`config.mk`:
```
export PLATFORM = sky130hd
export DESIGN_NAME = skip_divider
export DESIGN_NICKNAME = d
export VERILOG_FILES = /design/src/rtl/skip_divider_pkg.sv /design/src/rtl/skip_sub.sv /design/src/rtl/skip_divider.sv
export SDC_FILE = /design/constraint.sdc
export NUM_CORES = 1
export LEC_CHECK = 0
export ABC_AREA = 0
export ABC_CLOCK_PERIOD_IN_PS = 14710
export CORE_AREA = 2 2 102 104
export CTS_CLUSTER_DIAMETER = 80
export DETAILED_ROUTE_END_ITERATION = 10
export DIE_AREA = 0 0 104 106
export GPL_TIMING_DRIVEN = 0
export PLACE_DENSITY = 0.68
export SYNTH_ARGS = -nofsm -noshare
export SYNTH_HDL_FRONTEND = slang
export SYNTH_SLANG_ARGS = --single-unit
```
`constraint.sdc`:
```
create_clock -name clk -period 14.71 [get_ports clk]
set_clock_uncertainty 0.1 [all_clocks]
set_input_delay 4.413 -clock clk [delete_from_list [all_inputs] [get_ports clk]]
set_output_delay 4.413 -clock clk [all_outputs]
set_load 0.005 [all_outputs]
```
`src/rtl/skip_divider_pkg.sv`:
```
// Shared types and constants for the skip-subtractor based divider.
// No logic of its own; pure declarations.
// No flow control; consumed by skip_divider and skip_sub.
package skip_divider_pkg;

  // Divider control states.
  typedef enum logic [1:0] {
    IDLE = 2'd0,
    BUSY = 2'd1,
    DONE = 2'd2
  } state_t;

  // Default operand width and skip-block size.
  localparam int DEF_WIDTH = 16;
  localparam int DEF_BLK   = 4;

  // Quotient reported for a zero divisor (all ones).
  localparam logic [DEF_WIDTH-1:0] DBZ_QUOTIENT = '1;

endpackage

```
`src/rtl/skip_sub.sv`:
```
// Combinational W-bit carry-skip subtractor: diff = a - b via a + ~b + 1.
// Latency: zero cycles (purely combinational).
// No flow control; carry_out=1 means no borrow (a >= b).
module skip_sub
  import skip_divider_pkg::*;
#(
  parameter int W   = DEF_WIDTH + 1,
  parameter int BLK = DEF_BLK
) (
  input  logic [W-1:0] a,
  input  logic [W-1:0] b,
  output logic [W-1:0] diff,
  output logic         carry_out
);

  // Pad to whole blocks with at least one spare bit above W so the carry
  // into bit W is always an ordinary internal ripple carry.
  localparam int NBLK = (W + BLK) / BLK;
  localparam int PW   = NBLK * BLK;

  logic [W-1:0]  b_inv;
  logic [PW-1:0] ap;
  logic [PW-1:0] bp;
  logic [PW-1:0] p;
  logic [PW-1:0] g;
  logic [PW-1:0] c;
  logic [PW-1:0] s;
  logic [NBLK:0] bc;
  logic          unused_bits;

  assign b_inv = ~b;
  assign ap    = PW'(a);
  assign bp    = PW'(b_inv);
  assign p     = ap ^ bp;
  assign g     = ap & bp;

  // Ripple inside each block; a block's carry-out bypasses the ripple
  // when every propagate bit in the block is set.
  always_comb begin
    c     = '0;
    bc    = '0;
    bc[0] = 1'b1;  // the +1 of the two's-complement subtraction
    for (int k = 0; k < NBLK; k++) begin
      c[k*BLK] = bc[k];
      for (int i = 1; i < BLK; i++) begin
        c[k*BLK+i] = g[k*BLK+i-1] | (p[k*BLK+i-1] & c[k*BLK+i-1]);
      end
      bc[k+1] = (&p[k*BLK +: BLK]) ? bc[k]
              : (g[k*BLK+BLK-1] | (p[k*BLK+BLK-1] & c[k*BLK+BLK-1]));
    end
  end

  assign s         = p ^ c;
  assign diff      = s[W-1:0];
  assign carry_out = c[W];

  // Padding sum bits and the top skip carry carry no information.
  assign unused_bits = ^{s[PW-1:W], bc[NBLK]};

endmodule

```
`src/rtl/skip_divider.sv`:
```
// Sequential unsigned restoring divider, one quotient bit per clock.
// Latency: out_valid WIDTH+1 edges counting the accepting edge; 1 edge for a zero divisor.
// Backpressure: one request in flight; result held stable until out_ready, in_ready only in IDLE.
module skip_divider
  import skip_divider_pkg::*;
#(
  parameter int WIDTH = DEF_WIDTH,
  parameter int BLK   = DEF_BLK
) (
  input  logic             clk,
  input  logic             rst_n,
  input  logic             in_valid,
  output logic             in_ready,
  input  logic [WIDTH-1:0] dividend,
  input  logic [WIDTH-1:0] divisor,
  output logic             out_valid,
  input  logic             out_ready,
  output logic [WIDTH-1:0] quotient,
  output logic [WIDTH-1:0] remainder,
  output logic             div_by_zero
);

  localparam int              CW   = $clog2(WIDTH + 1);
  localparam logic [CW-1:0]   LAST = CW'(WIDTH - 1);
  localparam logic [WIDTH-1:0] DBZ_Q = {WIDTH{DBZ_QUOTIENT[0]}};

  state_t           state;
  state_t           state_nx;
  logic [WIDTH-1:0] q_reg;
  logic [WIDTH-1:0] d_reg;
  logic [WIDTH:0]   r_reg;
  logic [CW-1:0]    cnt;

  logic [WIDTH:0]   r_shift;
  logic [WIDTH:0]   t_diff;
  logic             no_borrow;
  logic [WIDTH:0]   r_next;
  logic [WIDTH-1:0] q_next;
  logic             accept;
  logic             last_iter;
  logic             unused_rtop;

  // Shift the next dividend bit into the partial remainder and trial-subtract.
  assign r_shift = {r_reg[WIDTH-1:0], q_reg[WIDTH-1]};

  skip_sub #(
    .W   (WIDTH + 1),
    .BLK (BLK)
  ) u_sub (
    .a         (r_shift),
    .b         ({1'b0, d_reg}),
    .diff      (t_diff),
    .carry_out (no_borrow)
  );

  assign r_next    = no_borrow ? t_diff : r_shift;
  assign q_next    = {q_reg[WIDTH-2:0], no_borrow};
  assign last_iter = (cnt == LAST);

  // R[WIDTH] is shifted out every step; the restoring step keeps it zero.
  assign unused_rtop = r_reg[WIDTH];

  // State register.
  always_ff @(posedge clk or negedge rst_n) begin
    if (!rst_n) begin
      state <= IDLE;
    end else begin
      state <= state_nx;
    end
  end

  // Next-state and handshake outputs.
  always_comb begin
    state_nx  = state;
    in_ready  = 1'b0;
    out_valid = 1'b0;
    accept    = 1'b0;
    case (state)
      IDLE: begin
        in_ready = 1'b1;
        accept   = in_valid;
        if (in_valid) begin
          state_nx = (divisor == '0) ? DONE : BUSY;
        end
      end
      BUSY: begin
        if (last_iter) begin
          state_nx = DONE;
        end
      end
      DONE: begin
        out_valid = 1'b1;
        if (out_ready) begin
          state_nx = IDLE;
        end
      end
      default: state_nx = IDLE;
    endcase
  end

  // Datapath: capture on accept, iterate while busy, publish result on the last step.
  always_ff @(posedge clk or negedge rst_n) begin
    if (!rst_n) begin
      q_reg       <= '0;
      d_reg       <= '0;
      r_reg       <= '0;
      cnt         <= '0;
      quotient    <= '0;
      remainder   <= '0;
      div_by_zero <= 1'b0;
    end else if (accept) begin
      q_reg       <= dividend;
      d_reg       <= divisor;
      r_reg       <= '0;
      cnt         <= '0;
      div_by_zero <= 1'b0;
      if (divisor == '0) begin
        quotient    <= DBZ_Q;
        remainder   <= dividend;
        div_by_zero <= 1'b1;
      end
    end else if (state == BUSY) begin
      q_reg <= q_next;
      r_reg <= r_next;
      cnt   <= cnt + 1'b1;
      if (last_iter) begin
        quotient  <= q_next;
        remainder <= r_next[WIDTH-1:0];
      end
    end
  end

endmodule

```
==> results.md <==
* DR pass1 iterations at 4
* Commonest cells after routing, fill and taps aside: dfrtp_1, nand2_1, clkdlybuf4s50_1
* CTS tree: done
* Post-Syn Instances at 428
* Worst setup SP type: flip-flop
* Leakage at 2.39 nW
* Area leader, netlist: dfrtp_1
* Worst Path Buf+Inv at 3
* Port Buffers at 70
* Worst EP required at 14.84 ns
* CP most frequent cell: fa_1
* Crit end category: flip-flop
* # Max-Cap Violations at 0
* Worst Tran Pin Value at ~0.57 ns
* IO Pins at 71
* Worst hold stages at 1
* Final global-route overflow total at 0
* Post_cts resized at 0
* Post-synthesis sequential area ratio at 0.507
* Worst Path Arrival at 8.66 ns
* Routed len/inst at around 17 um
* Pwr Density at 243 mW/mm^2
* Post-synth EDFFs at 0
* Post-synthesis net count at between 400 and 500
* Worst path slowest cell: fa_1
* Depth of the CTS H-tree at 3
* Global-route wire length before repair at 18600 um
* Ranking of synthesized cells by area: dfrtp_1, fa_1, nand2_1
* Avg Cell Area, Syn at between 10 and 15 um^2
* DRC at 0
* Drt initial violations at 199
* Min Tclk post-route at 8.53 ns
* Most common cell after layout, fill and taps aside: dfrtp_1
* Area Growth Syn to Fin at 25.3%
* Core area at between 0.009 and 0.01 mm^2
* R2R depth at 28
* Synth cell types at 38
* Layout cells sized above 1 at 0.0738
* RSZ-0062 raised after global routing: no
* Clock Tree Buf Depth at 2
* Max-slew violations at 0
* Hold buffer count at cts at 0
* Asr flop ratio synth at 1.00
* Status: complete, no violations
* Final Wtd Congestion at 0.869
* # nets final at a little under 600
* Root Buffer: clkbuf_8
* WP depth at 28
* Rel. slew slack at 0.620
* Total CTS buffers at 9
* Seq cells post-synth at 88
* # Post-CTS Setup Buffers at 0
* N_diodes at 0
* Final number of hold-violating endpoints at 0
* Post-detailed-route count of antenna-violating nets at 0
* Worst-path clk slew at 0.10 ns
* Synth top area share at 0.507
* Total number of vias at 3540
* CTS sink cnt at 88
* Global-route usage over all layers at 0.212
* Die H at 106 um
* Total power at 1.32 mW
* Slowest stage delay, CP at roughly 0.42 ns
* Via density per instance at around 5.4
* Die X at 104 um
* Top delay family on crit path: adder cells
* Hold/Removal Path Class: flip-flop to flip-flop
* Fmax at 117 MHz
* Hpwl dp at 8330 um
* Crit path max fanout at 10
* DRT Wirelength at around 11000 um
* Die area at 0.0110 mm^2
* Largest net degree at the start of global routing at 59
* Clock Latency Late Sink at around 0.36 ns
* Initial antenna violation count at 0
* Setup TNS at 0 ns
* Crit share post-route at 0.580
* Vias in the first global route at 3640
* Crit path kind: flip-flop to flip-flop
* Maximum vdd ir drop at between 0.08 and 0.09 mV
* Post-Syn Area at 0.00434 mm^2
* Final Setup Violations at 0
* Initial core utilization at 0.434
* Top_reg_cell synth: dfrtp_1
* Ys Warns at 0
* Num rows at 37
## layer usage
metal	track usage	part of all wire
met5	0	0
met4	0.0579	0.011
met3	0.0417	0.049
met2	0.331	0.47
met1	0.303	0.47
## path summary, 6_finish.rpt
path | startpoint | to | slack (ns)
worst max-delay path | q_reg[15] | r_reg[13] | 6.18
worst min-delay path | quotient[10] | quotient[10] | 0.40
worst max register to register | q_reg[15] | r_reg[13] | 6.18
worst min register to register | quotient[10] | quotient[10] | 0.40
max in group asynchronous | rst_n | remainder[4] | 10.00
min in group asynchronous | rst_n | d_reg[1] | 3.88
## synthesized netlist by cell type (4+ instances only)
library cell  count
a21oi_1          19
a22oi_1          15
a31oi_1          32
buf_2             8
buf_4             5
clkbuf_1          6
dfrtp_1          88
fa_1             15
ha_1             18
inv_1            20
nand2_1          72
nand3_1          18
nand4_1           5
nor2_1           36
nor4_1            4
o21ai_0          22
o22a_1           16
## metrics by stage
step | worst slack, ns | instances | area [um^2] | hold WS (ns) | util
after floorplan | 6.86 | 428 | 4340 | 0.349 | -
after global placement | 5.95 | 634 | 5210 | 0.375 | 0.521
after detailed placement | 6.25 | 635 | 5240 | 0.374 | 0.524
after CTS | 6.20 | 651 | 5440 | 0.401 | 0.544
after global routing | 5.86 | 651 | 5440 | 0.425 | 0.544
final | 6.18 | 651 | 5440 | 0.397 | 0.544
## cell families after synthesis
kind of cell / Yosys count / synth area share
AO/OA/AOI/OAI: 115 / 0.174
XOR/XNOR: 1 / 0.00202
adder cells (fa/ha/maj): 33 / 0.121
buffers and inverters: 43 / 0.0473
flip-flops: 88 / 0.507
AND/OR/NAND/NOR: 148 / 0.148
## where the power goes
part	total (mW)	internal, mW	switching, mW
registers	0.452	0.364	0.0885
clock network	0.172	0.0806	0.0916
logic	0.698	0.315	0.383
total	1.32	0.759	0.563
## cell type report
| cell class | count | area (um^2) |
|---|---|---|
| Multi-Input combinational cell | 297 | 1930 |
| Clock inverter | 7 | 78.8 |
| Inverter | 20 | 75.1 |
| Buffer | 23 | 130 |
| Clock buffer | 9 | 124 |
| Timing Repair Buffer | 71 | 726 |
| Sequential cell | 88 | 2200 |
| Fill cell | 947 | 4560 |
| Tap cell | 136 | 170 |
Power figures use the tool's default switching activity.
